`src/rtl/kgp_multicycle_ctrl.sv`:
```
// KGPMini multi-cycle main control FSM.
// Sequences fetch/decode/exec/mem/writeback with a memory-wait timeout trap.
module kgp_multicycle_ctrl #(
    parameter int unsigned WAIT_LIMIT = 15
) (
    input  logic       clk,
    input  logic       rst,
    input  logic [5:0] opcode,
    input  logic       zero,
    input  logic       mem_ready,
    output logic       ir_write,
    output logic       pc_write,
    output logic [1:0] pc_src,
    output logic       iord,
    output logic       mem_read,
    output logic       mem_write,
    output logic [2:0] alu_op,
    output logic       alu_src,
    output logic       reg_write,
    output logic       mem_to_reg,
    output logic       instr_done,
    output logic       halted,
    output logic       error
);

    localparam int unsigned CW =
        (WAIT_LIMIT == 0) ? 1 : $clog2(WAIT_LIMIT + 1);
    localparam logic [CW-1:0] LIM_M1 =
        CW'((WAIT_LIMIT == 0) ? 0 : WAIT_LIMIT - 1);
    localparam logic TIMEOUT_EN = (WAIT_LIMIT != 0);

    localparam logic [5:0] OP_R     = 6'h00;
    localparam logic [5:0] OP_ADDI  = 6'h01;
    localparam logic [5:0] OP_COMPI = 6'h02;
    localparam logic [5:0] OP_LW    = 6'h10;
    localparam logic [5:0] OP_SW    = 6'h11;
    localparam logic [5:0] OP_BZ    = 6'h20;
    localparam logic [5:0] OP_BR    = 6'h21;
    localparam logic [5:0] OP_HALT  = 6'h3F;

    localparam logic [1:0] PC_INC = 2'b00;
    localparam logic [1:0] PC_BZ  = 2'b01;
    localparam logic [1:0] PC_JMP = 2'b10;

    typedef enum logic [2:0] {
        S_FETCH,
        S_DECODE,
        S_EXEC,
        S_MEM,
        S_WB,
        S_HALT
    } state_e;

    state_e        state_q, state_d;
    logic [CW-1:0] wait_cnt_q, wait_cnt_d;
    logic          error_q, error_d;

    logic is_r, is_addi, is_compi, is_lw, is_sw;
    logic is_bz, is_br, is_halt, is_legal;
    logic wait_fail;
    logic [CW-1:0] wait_next;

    always_comb begin
        is_r     = (opcode == OP_R);
        is_addi  = (opcode == OP_ADDI);
        is_compi = (opcode == OP_COMPI);
        is_lw    = (opcode == OP_LW);
        is_sw    = (opcode == OP_SW);
        is_bz    = (opcode == OP_BZ);
        is_br    = (opcode == OP_BR);
        is_halt  = (opcode == OP_HALT);
        is_legal = is_r | is_addi | is_compi | is_lw
                 | is_sw | is_bz | is_br;
    end

    // Completion wins over the trap: the trap needs mem_ready low.
    always_comb begin
        wait_fail = TIMEOUT_EN && (wait_cnt_q == LIM_M1) && !mem_ready;
        wait_next = mem_ready ? '0 : wait_cnt_q + CW'(1);
    end

    always_comb begin
        state_d    = state_q;
        wait_cnt_d = '0;
        error_d    = error_q;
        ir_write   = 1'b0;
        pc_write   = 1'b0;
        pc_src     = PC_INC;
        iord       = 1'b0;
        mem_read   = 1'b0;
        mem_write  = 1'b0;
        alu_op     = 3'b000;
        alu_src    = 1'b0;
        reg_write  = 1'b0;
        mem_to_reg = 1'b0;
        instr_done = 1'b0;
        halted     = 1'b0;
        error      = error_q;

        unique case (state_q)
            S_FETCH: begin
                mem_read   = 1'b1;
                wait_cnt_d = wait_next;
                if (mem_ready) begin
                    ir_write = 1'b1;
                    pc_write = 1'b1;
                    state_d  = S_DECODE;
                end else if (wait_fail) begin
                    state_d = S_HALT;
                    error_d = 1'b1;
                end
            end
            S_DECODE: begin
                if (is_halt) begin
                    state_d = S_HALT;
                end else if (!is_legal) begin
                    state_d = S_HALT;
                    error_d = 1'b1;
                end else begin
                    state_d = S_EXEC;
                end
            end
            S_EXEC: begin
                unique case (1'b1)
                    is_r: begin
                        alu_op  = 3'b111;
                        state_d = S_WB;
                    end
                    is_addi: begin
                        alu_src = 1'b1;
                        state_d = S_WB;
                    end
                    is_compi: begin
                        alu_op  = 3'b001;
                        alu_src = 1'b1;
                        state_d = S_WB;
                    end
                    is_lw, is_sw: begin
                        alu_src = 1'b1;
                        state_d = S_MEM;
                    end
                    is_bz: begin
                        alu_op     = 3'b010;
                        pc_write   = zero;
                        pc_src     = zero ? PC_BZ : PC_INC;
                        instr_done = 1'b1;
                        state_d    = S_FETCH;
                    end
                    is_br: begin
                        pc_write   = 1'b1;
                        pc_src     = PC_JMP;
                        instr_done = 1'b1;
                        state_d    = S_FETCH;
                    end
                    // IR changed under us after decode: treat as illegal.
                    default: begin
                        state_d = S_HALT;
                        error_d = 1'b1;
                    end
                endcase
            end
            S_MEM: begin
                iord       = 1'b1;
                mem_read   = is_lw;
                mem_write  = !is_lw;
                wait_cnt_d = wait_next;
                if (mem_ready) begin
                    if (is_lw) begin
                        state_d = S_WB;
                    end else begin
                        instr_done = 1'b1;
                        state_d    = S_FETCH;
                    end
                end else if (wait_fail) begin
                    state_d = S_HALT;
                    error_d = 1'b1;
                end
            end
            S_WB: begin
                reg_write  = 1'b1;
                mem_to_reg = is_lw;
                instr_done = 1'b1;
                state_d    = S_FETCH;
            end
            S_HALT: begin
                halted = 1'b1;
            end
            default: begin
                state_d = S_FETCH;
            end
        endcase

        if (rst) begin
            {ir_write, pc_write, pc_src, iord, mem_read, mem_write} = '0;
            {alu_op, alu_src, reg_write, mem_to_reg} = '0;
            {instr_done, halted, error} = '0;
        end
    end

    always_ff @(posedge clk) begin
        if (rst) begin
            state_q    <= S_FETCH;
            wait_cnt_q <= '0;
            error_q    <= 1'b0;
        end else begin
            state_q    <= state_d;
            wait_cnt_q <= wait_cnt_d;
            error_q    <= error_d;
        end
    end

endmodule

```
`config.mk`:
```
export PLATFORM = sky130hd
export DESIGN_NAME = kgp_multicycle_ctrl
export DESIGN_NICKNAME = d
export VERILOG_FILES = /design/src/rtl/kgp_multicycle_ctrl.sv
export SDC_FILE = /design/constraint.sdc
export NUM_CORES = 1
export LEC_CHECK = 0
export CAP_MARGIN = 20
export CORE_MARGIN = 1
export CORE_UTILIZATION = 43
export DETAILED_ROUTE_END_ITERATION = 8
export PLACE_DENSITY = 0.8
export REMOVE_ABC_BUFFERS = 1
export SLEW_MARGIN = 20
export SYNTH_ARGS = -nofsm -noshare
export SYNTH_HDL_FRONTEND = slang
export SYNTH_SLANG_ARGS = --single-unit
```
`constraint.sdc`:
```
create_clock -name clk -period 1.5 [get_ports clk]
set_input_delay 0.3 -clock clk [delete_from_list [all_inputs] [get_ports clk]]
set_output_delay 0.3 -clock clk [all_outputs]
set_load 0.05 [all_outputs]
```
==> results of run 1 <==
## kinds of logic after synthesis
| kind of cell | after synthesis |
|---|---|
| AND/OR/NAND/NOR | 45 |
| AO/OA/AOI/OAI | 28 |
| buffers and inverters | 11 |
| flip-flops | 8 |
| XOR/XNOR | 3 |
| adder cells (fa/ha/maj) | 2 |
## metrics by stage
step | TNS [ns] | setup WS, ns | hold WS [ns]
2_1_floorplan | -8.62 | -1.12 | 0.430
3_3_place_gp | -8.73 | -0.650 | 0.447
3_5_place_dp | -9.94 | -0.765 | 0.469
## synth_stat cells (3+ instances only)
| master | instances |
|---|---|
| a21oi_1 | 7 |
| buf_2 | 3 |
| dfxtp_1 | 8 |
| inv_1 | 4 |
| nand2_1 | 6 |
| nand3_1 | 3 |
| nor2_1 | 10 |
| nor3_1 | 6 |
| o21ai_0 | 6 |
==> metrics.md, run 1 <==
| Metric | Value |
|---|---|
| Avg Cell Area, Syn | `between 7 and 8 um2` |
| Status | `stopped before the end` |
| CTS max path bufs | `2` |
| Placed Cells | `167` |
| Largest family of logic cells by synthesized area | `simple AND/OR/NAND/NOR gates` |
| Err | `[ERROR DPL-0038] Utilization greater than 100%, impossible to legalize` |
| Synth top area share | `22.8%` |
| GPL Wtd Cong | `0.952` |
| Post-synthesis simple-gate area fraction | `between 30 and 40%` |
| Post-Synthesis Cells | `97` |
| Yosys cell types | `42` |
| Number of synthesized flops with an enable pin | `0` |
| Post-synthesis sequential area ratio | `22.8%` |
| Root Buffer Master | `clkbuf_4` |
| Post-CTS Resized | `66` |
| Ports | `26` |
| Yosys warns | `0` |
| Post-Synth Adder-Cell Area | `3.56%` |
| Initial Utilization | `46.1%` |
| Clock buffer count from CTS | `3` |
| H-tree Lvls | `1` |
| Port bufs | `25` |
| Post-synthesis sequential element count | `8` |
| DP Wirelength | `~2.2 mm` |
| Top FF cell, synth | `dfxtp_1` |
| # hold bufs at CTS | `0` |
| Synthesized area | `703 um2` |
| DIE HEIGHT | `around 42 um` |
| Post-CTS setup buffer count | `7` |
| Number of clock sinks | `8` |
| Last step reached | `clock tree synthesis` |
| Compound-gate portion of the synthesized area | `26.0%` |
| Synth area leader | `dfxtp_1` |
| Ranking of synthesized cells by area | `dfxtp_1, nor2_1, a21oi_1` |
| Ys async rst share | `0%` |
| Die W | `~42 um` |
| XOR/XNOR Fraction of Synth Area | `3.74%` |
| Post-synthesis mux area share | `0%` |
| Rows | `14` |
| DP Area | `~0.0014 mm2` |
==> inputs of run 2 (changes only) <==
- CORE_AREA: not set -> 2 2 63 65
- CORE_MARGIN: 1 -> not set
- CORE_UTILIZATION: 43 -> not set
- DIE_AREA: not set -> 0 0 65 67
- PLACE_DENSITY: 0.8 -> not set
- PLACE_DENSITY_LB_ADDON: not set -> 0.15
==> metrics.md, run 2 <==
| Metric | Value |
|---|---|
| # diodes | `0` |
| Crit path arrival time | `~1.4 ns` |
| Type of origin of the critical path | `register` |
| ANT nets after route | `0` |
| Final period util | `113%` |
| Final Skew | `~0.00065 ns` |
| Rows | `22 (+8)` |
| Overflow after GRT | `0` |
| Area grow syn2layout | `151%` |
| Flip-flop count of the largest register after layout | `4` |
| Clk network pwr share | `29.9%` |
| Post-Synthesis Cells | `97 (unchanged)` |
| Slowest-stage cell, CP | `dfxtp_4` |
| Die Area | `0.00436 mm2` |
| Tmin final | `1.70 ns` |
| DIE HEIGHT | `67 um (+58%)` |
| DP Wirelength | `2.00 mm (-9.1%)` |
| Antenna violations before repair | `0` |
| H-tree Lvls | `1 (unchanged)` |
| GRT Total Usage | `13.0%` |
| Leak | `0.729 nW` |
| Worst path required time | `about 1.2 ns` |
| Slowest stage delay, CP | `0.36 ns` |
| Slew @ Worst Pin | `0.286 ns` |
| Clock Latency Late Sink | `0.22 ns` |
| Register name with the most flops | `wait_cnt_q` |
| Die W | `65 um (+53%)` |
| Starting DRT DRC Count | `16` |
| Ys async rst share | `0% (unchanged)` |
| Highest routed layer | `met4` |
| CTS max path bufs | `2 (unchanged)` |
| Drt via density | `4.57` |
| DR pass1 iterations | `4` |
| Root Buffer Master | `clkbuf_8` |
| Layout Utilization | `48.9%` |
| Worst Path Class, Setup | `reg2out` |
| Crit. End Element | `output port` |
| Pwr per Cell Area | `476 mW/mm2` |
| Switching Fraction | `a little under a third` |
| GPL Wtd Cong | `0.812 (-15%)` |
| Largest net degree at the start of global routing | `9` |
| Ports | `26 (unchanged)` |
| Area of the multi-input gates | `673 um2` |
| Synth area leader | `dfxtp_1` |
| Yosys cell types | `42 (unchanged)` |
| Met3 Wirelength | `135 um` |
| Hold Path Depth | `1` |
| NetSw | `roughly 260 uW` |
| Failing checks | `setup timing` |
| Commonest non-fill, non-tap cell in the layout | `buf_4` |
| RR Startpoint | `state_q[1]$_SDFFE_PP0P_` |
| Setup TNS | `-2.01 ns` |
| Post-route DRC violation count | `0` |
| Status | `finished, violations left` |
| Dominant delay contributor by cell family on the critical path | `flip-flops` |
| Final Power | `about 840 uW` |
| Max Slew Vio Count | `0` |
| Routed via count | `978` |
| Post-synthesis sequential element count | `8 (unchanged)` |
| Cell with the most instances after synthesis | `nor2_1` |
| Worst path cell trace | `or2_4 > nor2_4 > o21a_1 > a211o_1 > buf_6` |
| Post-synthesis sequential area ratio | `22.8% (unchanged)` |
| Endpoint, Worst Hold | `wait_cnt_q[0]$_SDFF_PP0_` |
| Number of clock sinks | `8 (unchanged)` |
| Commonest cells after routing, fill and taps aside | `buf_4, buf_12, buf_6` |
| RSZ-0062 raised after global routing | `yes` |
| Synthesized area | `703 um2 (unchanged)` |
| Sequential share of power | `around 28%` |
| Area of the core | `~0.0036 mm2` |
| Worst IR Drop VDD | `around 370 uV` |
| Final Setup Violations | `13` |
| Critical Path Start | `state_q[2]$_SDFFE_PP0P_` |
| Ranking of synthesized cells by area | `dfxtp_1, nor2_1, a21oi_1` |
| HP Start | `wait_cnt_q[0]$_SDFF_PP0_` |
| CTS tree | `done` |
| Worst-path clk slew | `0.04 ns` |
| Initial Utilization | `19.5% (-27 points)` |
| Number of synthesized flops with an enable pin | `0 (unchanged)` |
| Logic pwr share | `around 42%` |
| First-pass GRT wire length | `around 4.4 mm` |
| FMAX | `589 MHz` |
| Setup slack, reg-to-reg | `0.06 ns` |
| Fin. Hold Viols | `0` |
| Port bufs | `25 (unchanged)` |
| P_int | `a little under 600 uW` |
| Worst min-delay path class | `reg2reg` |
| Largest registers | `wait_cnt_q (4), state_q (3), error_q (1)` |
| Final worst slack | `-0.199 ns` |
| M1 WL | `1.01 mm` |
| Worst path bufs/invs | `1` |
| FF+latch area | `171 um2` |
| Number of global-route vias before repair | `1,000` |
| Clock buffer count from CTS | `3 (unchanged)` |
| Met2 wire len | `1.44 mm` |
| Yosys warns | `0 (unchanged)` |
| Layout fillers | `359` |
| Slew margin rel. | `80.9%` |
| Avg Cell Area, Syn | `7.25 um2 (unchanged)` |
| Post-synth top cells | `nor2_1, dfxtp_1, a21oi_1` |
| Routed wire per std cell | `around 12 um` |
| Final wirelength | `~2.6 mm` |
| Worst Reg2Reg Path Length in Cells | `7` |
| Post-layout nets | `180` |
| Max_cap viols | `0` |
| Top FF cell, synth | `dfxtp_1` |
| R2r endpoint | `wait_cnt_q[3]$_SDFF_PP0_` |
| CP max FO | `4` |
| Share of cells above drive strength 1 | `66.9%` |
| Synth top area share | `22.8% (unchanged)` |
[run 2: stage by stage]
step / area, um2 / setup WS, ns / instances / hold slack [ns]
after floorplan: 666 / -1.12 / 90 / 0.430
after global placement: 1420 / -0.695 / 203 / 0.441
after detailed placement: 1420 / -0.697 / 203 / 0.452
after CTS: 1690 / -0.237 / 213 / 0.461
after global routing: 1760 / -0.261 / 214 / 0.510
final: 1760 / -0.199 / 214 / 0.456
[run 2: layout make-up]
cell class,instances,area share [%]
Clock buffer,3,2.34
Inverter,4,0.852
Multi-Input combinational cell,78,38.2
Sequential cell,8,9.72
Tap cell,48,3.41
Timing Repair Buffer,73,45.5
[run 2: worst max-delay path by stage]
| stage | to | slack [ns] | depth (start not counted) |
|---|---|---|---|
| 2_1_floorplan | alu_op[0] | -1.12 | 3 |
| 6_report | instr_done | -0.20 | 5 |
| 4_1_cts | mem_read | -0.24 | 6 |
| 3_5_place_dp | mem_read | -0.70 | 6 |
| 3_3_place_gp | mem_read | -0.69 | 6 |
| 5_1_grt | pc_write | -0.26 | 8 |
[run 2: power by group through the flow]
stage,Clock [mW],Combinational [mW],Sequential [mW]
floorplan,0,0.108,0.239
global placement,0,0.281,0.237
detailed placement,0,0.281,0.237
CTS,0.258,0.336,0.234
global route,0.274,0.377,0.236
finish,0.251,0.354,0.235
[run 2: cells by family (layout without fill, tap and decap cells)]
logic type | Yosys count | after routing | share of synthesized area [%]
flip-flops | 8 | 8 | 22.8
buffers and inverters | 11 | 80 | 7.47
XOR/XNOR | 3 | 3 | 3.74
AND/OR/NAND/NOR | 45 | 45 | 36.5
adder cells (fa/ha/maj) | 2 | 2 | 3.56
AO/OA/AOI/OAI | 28 | 28 | 26.0
[run 2: per-layer routing]
metal | GRT usage, % | vias to the layer above
li1 | - | 492
met1 | 13.6 | 459
met2 | 26.5 | 25
met3 | 2.87 | 2
met4 | 1.60 | 0
met5 | 0 | -
[run 2: what timing repair did]
item / CTS / global route
setup buffers: 8 / 1
resized for setup: 85 / 14
endpoints found under the setup margin: 20 / 15
pin swaps: 20 / 13
hold buffers: 0 / 0
(Power assumes the default switching activity.)
==> inputs of run 3 (changes only) <==
- clock period: 1.5 -> 1.65 ns (I/O delays scaled with it)
==> metrics.md, run 3 (same netlist as run 2, synthesis figures left out) <==
| Metric | Value |
|---|---|
| Crit path arrival time | `1.42 ns (+0.02 ns)` |
| Post-layout nets | `176 (-2.2%)` |
| Layout fillers | `347 (-3.3%)` |
| Sequential share of power | `28.2% (+0.2 points)` |
| Fin. Hold Viols | `0 (unchanged)` |
| Setup WS pre-CTS | `-0.609 ns (+0.0883 ns)` |
| Final wirelength | `2.73 mm (+5.1%)` |
| Area of the multi-input gates | `658 um2 (-2.2%)` |
| Clk network pwr share | `31.8% (+1.9 points)` |
| Root Buffer Master | `clkbuf_8` |
| Final period util | `106%` |
| FF+latch area | `169 um2 (-1.5%)` |
| Commonest non-fill, non-tap cell in the layout | `buf_4` |
| Routed via count | `947 (-3.2%)` |
| # diodes | `0 (unchanged)` |
| Met3 Wirelength | `104 um (-23%)` |
| Worst IR Drop VDD | `308 uV (-18%)` |
| CP max FO | `4 (unchanged)` |
| Number of global-route vias before repair | `944 (-5.6%)` |
| Routed wire per std cell | `13.0 um (+7.1%)` |
| Met2 wire len | `1.52 mm (+5.6%)` |
| Starting DRT DRC Count | `16 (unchanged)` |
| Antenna violations before repair | `0 (unchanged)` |
| Commonest cells after routing, fill and taps aside | `buf_4, buf_12, buf_6, a21oi_1, nor2_1` |
| M1 WL | `1.08 mm (+7.1%)` |
| Final Power | `759 uW (-9.6%)` |
| Largest registers | `wait_cnt_q (4), state_q (3), error_q (1)` |
| Initial Utilization | `19.5% (unchanged)` |
| Rows | `22 (unchanged)` |
| RSZ-0062 raised after global routing | `yes` |
| Setup TNS | `-0.464 ns (+1.54 ns)` |
| Die W | `65 um (unchanged)` |
| Port bufs | `25 (unchanged)` |
| Leak | `0.719 nW (-1.4%)` |
| Ports | `26 (unchanged)` |
| CTS max path bufs | `2 (unchanged)` |
| P_int | `517 uW (-11%)` |
| Area grow syn2layout | `143%` |
| Die Area | `0.00436 mm2 (unchanged)` |
| Final worst slack | `-0.0969 ns (+0.102 ns)` |
| Status | `finished, violations left` |
| Worst min-delay path class | `reg2reg` |
| Tmin final | `1.75 ns` |
| Clock Latency Late Sink | `0.23 ns (about the same)` |
| Fin cells | `210 (-1.9%)` |
| Number of clock sinks | `8 (unchanged)` |
| Slowest stage delay, CP | `0.32 ns (-0.04 ns)` |
| Largest net degree at the start of global routing | `9 (unchanged)` |
| Crit. End Element | `output port` |
| Max_cap viols | `0 (unchanged)` |
| Worst-path clk slew | `0.04 ns (about the same)` |
| Overflow after GRT | `0 (unchanged)` |
| Pwr per Cell Area | `445 mW/mm2 (-6.5%)` |
| Clock buffer count from CTS | `3 (unchanged)` |
| Worst path required time | `1.32 ns (+0.12 ns)` |
| Switching Fraction | `31.8% (+1.1 points)` |
| GPL Wtd Cong | `0.833 (+2.5%)` |
| DP Wirelength | `2.04 mm (+2.2%)` |
| Share of cells above drive strength 1 | `65.4% (-1.4 points)` |
| Final Skew | `0.00631 ns (+0.00566 ns)` |
| Final Setup Violations | `11 (-2)` |
| ANT nets after route | `0 (unchanged)` |
| Slowest-stage cell, CP | `a211o_1` |
| DR pass1 iterations | `4 (unchanged)` |
| CTS tree | `done` |
| Area of the core | `0.00361 mm2 (unchanged)` |
| Slew margin rel. | `82.2% (+1.3 points)` |
| First-pass GRT wire length | `4.51 mm (+2.3%)` |
| Worst Path Class, Setup | `in2out` |
| FMAX | `between 500 and 600 MHz` |
| Type of origin of the critical path | `input pin` |
| DIE HEIGHT | `67 um (unchanged)` |
| Flip-flop count of the largest register after layout | `4 (unchanged)` |
| Slew @ Worst Pin | `0.265 ns (-0.0203 ns)` |
| DP Area | `0.00140 mm2 (-1.6%)` |
| Max Slew Vio Count | `0 (unchanged)` |
| GRT Total Usage | `13.6% (+0.64 points)` |
| Dominant delay contributor by cell family on the critical path | `compound AO/OA/AOI/OAI gates` |
| Drt via density | `4.51 (-1.3%)` |
| Post-route cell area | `0.00171 mm2 (-3.3%)` |
| Worst path cell trace | `buf_8 > nor3b_4 > nand2_2 > o21a_1 > a211o_1 > buf_6` |
| H-tree Lvls | `1 (unchanged)` |
| Failing checks | `setup timing` |
| Register name with the most flops | `wait_cnt_q` |
| Logic pwr share | `40.0% (-2.1 points)` |
| Post-route DRC violation count | `0 (unchanged)` |
| NetSw | `242 uW (-6.4%)` |
| Placed Cells | `200 (-1.5%)` |
| Worst path bufs/invs | `2 (+1)` |
| Highest routed layer | `met4` |
==> run 3: cell type report <==
type / count / share of cell area, %
repair buffers: 69 / 44.5
multi-input cells: 78 / 38.6
flip-flops and latches: 8 / 9.90
well taps: 48 / 3.52
clock buffers: 3 / 2.42
inverters: 4 / 1.03
==> run 3: stage by stage <==
step | hold slack (ns) | util (%)
2_1_floorplan | 0.430 | -
3_3_place_gp | 0.441 | 38.9
3_5_place_dp | 0.455 | 38.9
4_1_cts | 0.464 | 45.6
5_1_grt | 0.505 | 47.3
6_report | 0.461 | 47.3
==> run 3: final timing paths <==
| kind | from | end | slack (ns) | cells past startpoint |
|---|---|---|---|---|
| worst max-delay path | opcode[1] | instr_done | -0.1 | 6 |
| worst max register to register | wait_cnt_q[0]$_SDFF_PP0_ | state_q[0]$_SDFFE_PP0P_ | 0.36 | 6 |
| worst min register to register | wait_cnt_q[0]$_SDFF_PP0_ | wait_cnt_q[0]$_SDFF_PP0_ | 0.46 | 1 |
| worst min-delay path | wait_cnt_q[0]$_SDFF_PP0_ | wait_cnt_q[0]$_SDFF_PP0_ | 0.46 | 1 |
==> run 3: per-layer routing <==
layer | track usage (%) | vias up
met3 | 3.21 | 4
li1 | - | 482
met4 | 3.99 | 0
met5 | 0 | -
met1 | 14.2 | 440
met2 | 26.7 | 21
==> run 3: timing repair <==
action,CTS,global route
endpoints found under the setup margin,19,14
gates resized for setup,81,15
pin swaps,17,11
setup buffers,7,1
hold buffers,0,0
==> run 3: worst reg2reg max path, stage by stage (launching register included) <==
cell,delay [ns]
dfxtp_1,0.36
inv_1,0.06
ha_1,0.20
a31oi_1,0.18
a21oi_1,0.09
o21ai_0,0.13
o21ba_2,0.17
==> run 3: power groups by stage <==
stage               clock network [mW]  logic [mW]  registers, mW
floorplan                            0      0.0979          0.217
global placement                     0       0.250          0.215
detailed placement                   0       0.250          0.215
CTS                              0.249       0.289          0.213
global route                     0.264       0.325          0.216
finish                           0.241       0.304          0.214
==> inputs of run 4 (changes only) <==
- GPL_TIMING_DRIVEN: not set -> 0
- clock period: 1.65 -> 1.9 ns (I/O delays scaled with it)
==> metrics.md, run 4 (same netlist as run 2, synthesis figures left out) <==
| Metric | Value |
|---|---|
| Largest net degree at the start of global routing | `14 (+5)` |
| CTS tree | `done` |
| Post-route DRC violation count | `0 (unchanged)` |
| Final Setup Violations | `0 (-11)` |
| Pwr per Cell Area | `494 mW/mm2 (+11%)` |
| Slowest stage delay, CP | `0.37 ns (+0.05 ns)` |
| Die W | `65 um (unchanged)` |
| DP Area | `976 um2 (-30%)` |
| DR pass1 iterations | `4 (unchanged)` |
| Tmin final | `1.86 ns` |
| Port bufs | `25 (unchanged)` |
| Worst min-delay path class | `reg2reg` |
| Ports | `26 (unchanged)` |
| Drt via density | `4.60 (+1.9%)` |
| Crit path arrival time | `1.48 ns (+0.06 ns)` |
| Commonest cells after routing, fill and taps aside | `buf_4, buf_2, nor2_1` |
| Clock buffer count from CTS | `3 (unchanged)` |
| Worst-path clk slew | `0.04 ns (about the same)` |
| Status | `finished clean` |
| Die Area | `0.00436 mm2 (unchanged)` |
| Register name with the most flops | `wait_cnt_q` |
| First-pass GRT wire length | `3.58 mm (-21%)` |
| Commonest non-fill, non-tap cell in the layout | `buf_4` |
| CP max FO | `4 (unchanged)` |
| # diodes | `0 (unchanged)` |
| Fin. Hold Viols | `0 (unchanged)` |
| Slew margin rel. | `67.4% (-15 points)` |
| Flip-flop count of the largest register after layout | `4 (unchanged)` |
| Antenna violations before repair | `0 (unchanged)` |
| Worst path required time | `1.52 ns (+0.20 ns)` |
| Share of cells above drive strength 1 | `43.8% (-22 points)` |
| FF+latch area | `171 um2 (+1.5%)` |
| Max_cap viols | `0 (unchanged)` |
| Max Slew Vio Count | `0 (unchanged)` |
| GPL Wtd Cong | `0.763 (-8.4%)` |
| Routed via count | `809 (-15%)` |
| Number of clock sinks | `8 (unchanged)` |
| Routed wire per std cell | `12.1 um (-6.9%)` |
| Worst IR Drop VDD | `306 uV (-0.81%)` |
| DP Wirelength | `1.59 mm (-22%)` |
| DIE HEIGHT | `67 um (unchanged)` |
| H-tree Lvls | `1 (unchanged)` |
| Setup slack, reg-to-reg | `0.55 ns (+0.19 ns)` |
| Clock Latency Late Sink | `0.23 ns (about the same)` |
| Overflow after GRT | `0 (unchanged)` |
| RSZ-0062 raised after global routing | `yes` |
| FMAX | `538 MHz` |
| Worst path cell trace | `buf_12 > nor3b_4 > nand2_2 > or3_4 > a21oi_2 > buf_6` |
| CTS max path bufs | `2 (unchanged)` |
| Largest registers | `wait_cnt_q (4), state_q (3), error_q (1)` |
| Crit. End Element | `output port` |
| Final period util | `97.8%` |
| Number of global-route vias before repair | `770 (-18%)` |
| Initial Utilization | `19.5% (unchanged)` |
| ANT nets after route | `0 (unchanged)` |
| Final Skew | `0.000558 ns (-0.00575 ns)` |
| Rows | `22 (unchanged)` |
| Setup TNS | `0 ns (+0.464 ns)` |
| Final wirelength | `2.13 mm (-22%)` |
| Slowest-stage cell, CP | `or3_4` |
| Area of the core | `0.00361 mm2 (unchanged)` |
| Slew @ Worst Pin | `0.491 ns (+0.226 ns)` |
| Starting DRT DRC Count | `36 (+20)` |
| Layout Utilization | `31.6% (-16 points)` |
| Post-layout nets | `142 (-19%)` |
| Area grow syn2layout | `62.1%` |
| Type of origin of the critical path | `input pin` |
| Root Buffer Master | `clkbuf_8` |
| Layout fillers | `391 (+13%)` |
| GRT Total Usage | `10.5% (-3.1 points)` |
| # hold bufs at CTS | `0 (unchanged)` |
| Leak | `0.471 nW (-34%)` |
| Post-route cell area | `0.00114 mm2 (-33%)` |
| Area of the multi-input gates | `551 um2 (-16%)` |
| Worst Path Class, Setup | `in2out` |
## run 4: cell types whose count changed in the layout (fill, tap and decap cells not counted), sizes merged
cell           change
clkdlybuf4s15      +1
buf               -37
dlygate4sd2        +1
clkdlybuf4s50      +1
## run 4: what timing repair did
action                                  4_1_cts  5_1_grt
resized for setup                           132       26
setup buffers                                 5        5
pin swaps                                     7        6
endpoints found under the setup margin       16       11
## run 4: cell type report
| type | instances | share of cell area, % |
|---|---|---|
| clock buffer | 3 | 3.62 |
| inverter | 4 | 1.32 |
| multi-input combinational | 78 | 48.3 |
| sequential | 8 | 15.0 |
| tap | 48 | 5.27 |
| timing repair buffer | 35 | 26.5 |
## run 4: metal layers
| layer | up-vias | GRT usage (%) | part of all wire, % |
|---|---|---|---|
| met3 | 6 | 1.69 | 6.3 |
| li1 | 417 | - | - |
| met2 | 28 | 17.4 | 45 |
| met5 | - | 0 | 0 |
| met1 | 358 | 13.0 | 46 |
| met4 | 0 | 5.59 | 2.6 |
## run 4: path summary, 6_finish.rpt
path                                            endpoint  cells past startpoint                     start
worst max register to register   state_q[2]$_SDFFE_PP0P_                      5   state_q[2]$_SDFFE_PP0P_
worst min register to register  wait_cnt_q[0]$_SDFF_PP0_                      1  wait_cnt_q[0]$_SDFF_PP0_
worst min-delay path            wait_cnt_q[0]$_SDFF_PP0_                      1  wait_cnt_q[0]$_SDFF_PP0_
worst max-delay path                            mem_read                      6                 opcode[1]
## run 4: worst max-delay path: cells and delay by family
family,cells,cell delay [ns]
AND/OR/NAND/NOR,3,0.66
AO/OA/AOI/OAI,1,0.15
buffers and inverters,2,0.28
## run 4: through the flow
stage                     hold WS (ns)  total power [mW]  setup slack [ns]  cells
after floorplan                  0.430             0.274            -0.799     90
after global placement           0.445             0.338             -1.19    163
after detailed placement         0.456             0.337             -1.21    163
after CTS                        0.466             0.552           0.00213    171
after global routing             0.498             0.595           -0.0569    176
final                            0.458             0.563            0.0412    176
## run 4: report_power, final
part / leakage [nW] / internal [mW] / switching (mW)
Clock: 0.0216 / 0.137 / 0.0666
Combinational: 0.382 / 0.0740 / 0.0952
Sequential: 0.0674 / 0.176 / 0.0140
Total: 0.471 / 0.387 / 0.176
